**src/rtl/stack_controller.sv**
```systemverilog
// Multi-cycle Moore control unit for the 8-bit stack processor: sequences fetch,
// decode, stack access, ALU and write-back, and drives every datapath enable.
module stack_controller (
   input  logic       clk,
   input  logic       rst,
   input  logic [2:0] opcode,
   output logic       PCWrite,
   output logic       PCJZ,
   output logic       AdrSrc,
   output logic       MemWrite,
   output logic       IRWrite,
   output logic       DataSelect,
   output logic       push,
   output logic       pop,
   output logic       tos,
   output logic       AWrite,
   output logic       ALUSrcA,
   output logic       ALUSrcB,
   output logic       PCSrc,
   output logic [1:0] ALUControl,
   output logic [3:0] state
);

   typedef enum logic [3:0] {
      S_IF    = 4'd0,
      S_ID    = 4'd1,
      S_TOS1  = 4'd2,
      S_LDA   = 4'd3,
      S_TOS2  = 4'd4,
      S_EXEC  = 4'd5,
      S_WB    = 4'd6,
      S_MEMRD = 4'd7,
      S_PUSHM = 4'd8,
      S_STORE = 4'd9,
      S_JMP   = 4'd10,
      S_JZ    = 4'd11
   } state_t;

   state_t cur;

   always_ff @(posedge clk or posedge rst) begin
      if (rst) begin
         cur <= S_IF;
      end else begin
         case (cur)
            S_IF:    cur <= S_ID;
            S_ID: begin
               case (opcode)
                  3'b100:  cur <= S_MEMRD;
                  3'b110:  cur <= S_JMP;
                  default: cur <= S_TOS1;
               endcase
            end
            S_TOS1: begin
               case (opcode)
                  3'b101:  cur <= S_STORE;
                  3'b111:  cur <= S_JZ;
                  default: cur <= S_LDA;
               endcase
            end
            S_LDA:   cur <= (opcode == 3'b011) ? S_EXEC : S_TOS2;
            S_TOS2:  cur <= S_EXEC;
            S_EXEC:  cur <= S_WB;
            S_WB:    cur <= S_IF;
            S_MEMRD: cur <= S_PUSHM;
            S_PUSHM: cur <= S_IF;
            S_STORE: cur <= S_IF;
            S_JMP:   cur <= S_IF;
            S_JZ:    cur <= S_IF;
            default: cur <= S_IF;
         endcase
      end
   end

   // Decode is gated by rst so that enables drop the moment reset is asserted,
   // without waiting for a clock edge.
   always_comb begin
      PCWrite    = 1'b0;
      PCJZ       = 1'b0;
      AdrSrc     = 1'b0;
      MemWrite   = 1'b0;
      IRWrite    = 1'b0;
      DataSelect = 1'b0;
      push       = 1'b0;
      pop        = 1'b0;
      tos        = 1'b0;
      AWrite     = 1'b0;
      ALUSrcA    = 1'b0;
      ALUSrcB    = 1'b0;
      PCSrc      = 1'b0;
      ALUControl = 2'b00;
      if (!rst) begin
         case (cur)
            S_IF: begin
               IRWrite = 1'b1;
               PCWrite = 1'b1;
            end
            S_TOS1, S_TOS2: tos = 1'b1;
            S_LDA: begin
               AWrite = 1'b1;
               pop    = 1'b1;
            end
            S_EXEC: begin
               ALUSrcA    = 1'b1;
               ALUControl = opcode[1:0];
               ALUSrcB    = (opcode[1:0] != 2'b11);
               pop        = (opcode[1:0] != 2'b11);
            end
            S_WB:    push = 1'b1;
            S_MEMRD: AdrSrc = 1'b1;
            S_PUSHM: begin
               push       = 1'b1;
               DataSelect = 1'b1;
            end
            S_STORE: begin
               AdrSrc   = 1'b1;
               MemWrite = 1'b1;
               pop      = 1'b1;
            end
            S_JMP: begin
               PCSrc   = 1'b1;
               PCWrite = 1'b1;
            end
            S_JZ: begin
               PCSrc = 1'b1;
               PCJZ  = 1'b1;
            end
            default: ;
         endcase
      end
   end

   assign state = rst ? 4'd0 : cur;

endmodule
```
**config.mk**
```make
export PLATFORM = sky130hd
export DESIGN_NAME = stack_controller
export DESIGN_NICKNAME = d
export VERILOG_FILES = /design/src/rtl/stack_controller.sv
export SDC_FILE = /design/constraint.sdc
export NUM_CORES = 1
export LEC_CHECK = 0
export ABC_AREA = 1
export CORE_AREA = 2 2 39 41
export CTS_CLUSTER_DIAMETER = 60
export DETAILED_ROUTE_END_ITERATION = 6
export DIE_AREA = 0 0 41 43
export PLACE_DENSITY = 0.73
export SLEW_MARGIN = 5
export SYNTH_ARGS = -nofsm -noshare
export SYNTH_HDL_FRONTEND = slang
export SYNTH_SLANG_ARGS = --single-unit
```
**constraint.sdc**
```tcl
create_clock -name clk -period 1.58 [get_ports clk]
set_clock_uncertainty 0.2 [all_clocks]
set_input_delay 0.316 -clock clk [delete_from_list [all_inputs] [get_ports clk]]
set_output_delay 0.316 -clock clk [all_outputs]
set_load 0.005 [all_outputs]
```
# --- Word level (Yosys, flattened, before mapping) ---
# Index checks and enable logic that the tools add are counted.
# W data, S select, Z words.
word_totals:
  regBits: 4
  in_bits: 5
  out_inout_bits: 19
  wordCells: 58
op_classes:
  n_eq_ne: 17
  mux: 33
  n_reduce_logical: 7
ops:
  columns: ["operator", "n"]
  rows:
  - ["$pmux W4 S7", 1]
  - ["$mux W1", 26]
  - ["$eq A4 B3 Y1 const B", 4]
  - ["$eq A4 B4 Y1 const B", 4]
  - ["$pmux W4 S2", 2]
  - ["$eq A3 B3 Y1 const B", 4]
  - ["$reduce_or A2 Y1", 6]
  - ["$eq A4 B2 Y1 const B", 2]
  - ["$eq A4 B1 Y1 const B", 1]
  - ["$logic_not A4 Y1", 1]
  - ["$mux W2", 2]
  - ["$mux W4", 1]
  - ["$eq A3 B2 Y1 const B", 1]
  - ["$ne A2 B2 Y1 const B", 1]
  - ["$pmux W1 S2", 1]

# --- Logic depth before layout (Yosys ltp) ---
depth:
  ltp_word: 4
  ltp_mapped: 6
  ltp_nobuf: 6

# --- Worst setup path before layout ---
# Ideal clock, no wire load.
synth_path:
  path_type: "input-to-output"
  startpoint: "input port rst"
  endpoint: "output port push"
  t_arrival_ps: 978
  slack_ps: 86
  cell_stages: 4
  path_cell_list: "buf_2 > inv_1 > nand3_1 > o21ai_1"
synth_via:
  elab_chain_len: 1
synth_lines:
  columns: ["item", "line", "rtl"]
  rows:
  - ["from (decl)", "5", "input logic rst,"]
  - ["$mux W1", "92", "if (!rst) begin"]
  - ["to (decl)", "13", "output logic push,"]
# Every way passes these cells.

# --- Worst setup path in the final report ---
layout_path:
  startpoint: "register cur[1]"
  endpoint: "output port pop"
layout_via:
  elab_chain_len: 4
  elab_cells_between_ends: 6
  classes_between: "eq/ne: 3; mux: 2; reduce/logical: 1"
layout_lines:
  columns: ["item", "line", "rtl"]
  rows:
  - ["from (decl)", "39", "state_t cur;"]
  - ["from (signal assigned)", "61", "S_LDA: cur <= (opcode == 3'b011) ? S_EXEC : S_TOS2;"]
  - ["$eq A4 B2 Y1 or $eq A4 B4 Y1 (tied branches)", "93", "case (cur)"]
  - ["$reduce_or A2 Y1 (no line)", null, null]
  - ["$pmux W1 S2 (*)", "93", null]
  - ["$mux W1 (*)", "92", null]
  - ["to (decl)", "14", "output logic pop,"]
# Every way passes the cells marked *; elsewhere a longest branch is shown, timed or not.

==> summary.md <==
| Metric | Value |
|---|---|
| Overall routing resource usage | `26.6%` |
| CP most frequent cell | `nand3_2` |
| Max-capacitance violation count | `0` |
| Dominant cells by area after synthesis | `dfrtp_1, nand3_1, nor2_1, inv_1, nand2_1` |
| Total half-perimeter wirelength after legalization and detailed placement | `1.16 mm` |
| Area of the core | `0.00138 mm^2` |
| Mean routed wirelength per cell | `16.8 um` |
| Cell count of the worst reg-to-reg path | `8` |
| PwrDens | `1720 mW/mm^2` |
| I/O Pins | `24` |
| Fraction of the yosys area taken by sequential cells | `23.3%` |
| Post-Synthesis Cell Area | `429 um^2` |
| Category of the most critical setup path | `register to output port` |
| Static Leakage | `0.644 nW` |
| TritonCTS clock tree | `done` |
| Final Hold Vio Count | `0` |
| Top library cells by usage in the layout, fill and taps aside | `buf_4, buf_6, buf_2` |
| Final period utilization | `123%` |
| Pre-antenna DRT Iters | `4` |
| First-pass GRT wire length | `3.20 mm` |
| Final estimated routing congestion in global placement | `0.820` |
| Routed wire length | `2.74 mm` |
| Vertical extent of the die | `43 um` |
| Family with the most delay on the worst path | `flip-flops` |
| Largest register FFs | `4` |
| Longest Clk Path Bufs | `2` |
| Run status | `complete, but fails checks` |
| Number of nets at the end of the flow | `154` |
| Number of buffers and inverters on the critical path | `3` |
| Row count | `14` |
| Horiz. Die Dim | `41 um` |
| Power consumption | `0.00206 W` |
| Number of distinct standard cells referenced by the synthesized netlist | `15` |
| FF-to-FF End | `cur[0]$_DFF_PP0_` |
| Delay contributed by the slowest stage of the critical path | `0.43 ns` |
| Buffers on Ports | `23` |
| Largest registers | `cur: 4 flops` |
| Rel. slew slack | `84.9%` |
| First-iteration detailed-routing DRC count | `23` |
| Worst endpoint required time | `1.06 ns` |
| Sum of negative setup slack | `-4.69 ns` |
| Clock buffers created by TritonCTS | `3` |
| Post-synthesis net count | `81` |
| Startpoint type of the worst setup path | `register` |
| Clk_lat worst skew | `0.23 ns` |
| Antenna violations before repair | `0` |
| Area growth from synthesis to layout | `180%` |
| Worst-case register-to-register setup slack | `0.02 ns` |
| Worst reg2reg startpoint | `cur[3]$_DFF_PP0_` |
| Largest net degree at the start of global routing | `8` |
| Most common cell after layout, fill and taps aside | `buf_4` |
| Effective utilization at floorplan | `31.0%` |
| Peak ir drop on the vdd network | `1.36 mV` |
| DRC viols | `0` |
| Dpl ws | `-0.675 ns` |
| Data arrival time at the worst-slack endpoint | `1.43 ns` |
| Crit path max-delay cell type | `dfrtp_1` |
| Setup repair after global routing missed its margin | `true` |
| Ratio of routed vias to standard cells | `5.15` |
| Fraction of synthesized cell area taken by the top area cell type | `23.3%` |
| Cell type with the highest aggregate area in the netlist | `dfrtp_1` |
| Total congestion overflow after global routing | `0` |
| Final core utilization | `87.0%` |
| Cell count after synthesis | `76` |
| H-tree levels | `1` |
| Clock-pin slew reported for the worst setup and hold paths after clock tree synthesis | `0.04 ns` |
| CTS sink count | `4` |
| Via count of the first global-routing pass | `774` |
| Top register by number of flip-flops | `cur` |
| Crit Path Max Fanout | `4` |
| Number of diodes | `0` |
| Overall die area | `0.00176 mm^2` |
| Failing checks | `setup timing` |
| Post-Synthesis Mean Instance Area | `5.65 um^2` |
| Yosys synthesis warning count | `0` |
| Vias after detailed routing | `840` |
| DRT antenna net count | `0` |
| Total count of max-transition violations in the final report | `0` |
| Nature of the critical path endpoint | `output port` |
| Number of failing setup endpoints in the final timing report | `18` |
| Number of synthesized register bits | `4` |
| Time the worst path needs with I/O delays and setup | `1.94 ns` |
| Final worst slack | `-0.362 ns` |
| Highest clock rate | `515 MHz` |
| Hold Crit Class | `input pin to async pin` |
| Critical Path, Cell by Cell | `inv_2 -> nand2_2 -> nor2_4 -> nand3_2 -> buf_6 -> nand3_2 -> buf_2` |
| Slew at the pin closest to its max-slew limit | `0.227 ns` |
| Clock Tree Root | `clkbuf_4` |
| Layout cells sized above 1 | `77.6%` |
[kinds of logic after synthesis]
| family | after synthesis | synth area share [%] |
|---|---|---|
| AO/OA/AOI/OAI | 4 | 4.66 |
| buffers and inverters | 17 | 15.2 |
| flip-flops | 4 | 23.3 |
| AND/OR/NAND/NOR | 51 | 56.9 |
[worst register-to-register path, stage by stage, from the launching register on]
cell and delay (ns):
dfrtp_1 0.42, buf_6 0.14, nor2_4 0.15, buf_6 0.12, buf_4 0.13, nand2_2 0.07, nor2_2 0.13, nor2_2 0.05
nand2_1 0.08
[layout make-up]
class	instances	area (um^2)
Tap cell	16	20.0
Multi-Input combinational cell	55	419
Timing Repair Buffer	69	572
Fill cell	70	180
Clock buffer	3	22.5
Sequential cell	4	103
Inverter	16	67.6
[how the worst max path moves through the flow]
stage / startpoint / to / slack [ns] / cells past startpoint
after floorplan: rst / push / 0.09 / 4
after global placement: rst / push / -0.64 / 5
after detailed placement: rst / push / -0.67 / 5
after CTS: cur[1]$_DFF_PP0_ / ALUControl[1] / -0.29 / 7
after global routing: cur[1]$_DFF_PP0_ / ALUControl[1] / -0.42 / 7
final: cur[1]$_DFF_PP0_ / pop / -0.36 / 7
[per-layer routing]
layer,wire [um],track usage [%],up-vias,share of wire (%)
met3,157,4.19,6,5.7
li1,-,-,380,-
met5,0,0,-,0
met1,1170,30.0,411,43
met2,1360,47.5,43,50
met4,54,8.00,0,2.0
[where the power goes]
part           switching [W]  internal [W]  leakage [nW]  total [W]
logic               0.000825      0.000883         0.582    0.00171
clock network      0.0000421     0.0000850        0.0138   0.000127
registers          0.0000766      0.000154        0.0485   0.000231
total               0.000943       0.00112         0.644    0.00206
[cell usage after synthesis, drive strengths merged]
cell type  number
nand3b          1
nor2           21
a21oi           1
o21ai           3
nand4           2
dfrtp           4
nand3          13
nand2          14
buf             1
inv            16
[what timing repair did]
item,in CTS,in global routing
gates resized for setup,115,36
pin swaps,16,14
hold buffers,0,0
endpoints found under the setup margin,19,21
buffers inserted,23,6
[metrics by stage]
stage,area (um^2),hold slack [ns],cells
after global placement,847,0.532,137
after CTS,1100,0.239,162
after detailed placement,847,0.536,137
after floorplan,429,0.0903,76
after global routing,1200,0.350,163
final,1200,0.334,163
Power figures use the tool's default switching activity.
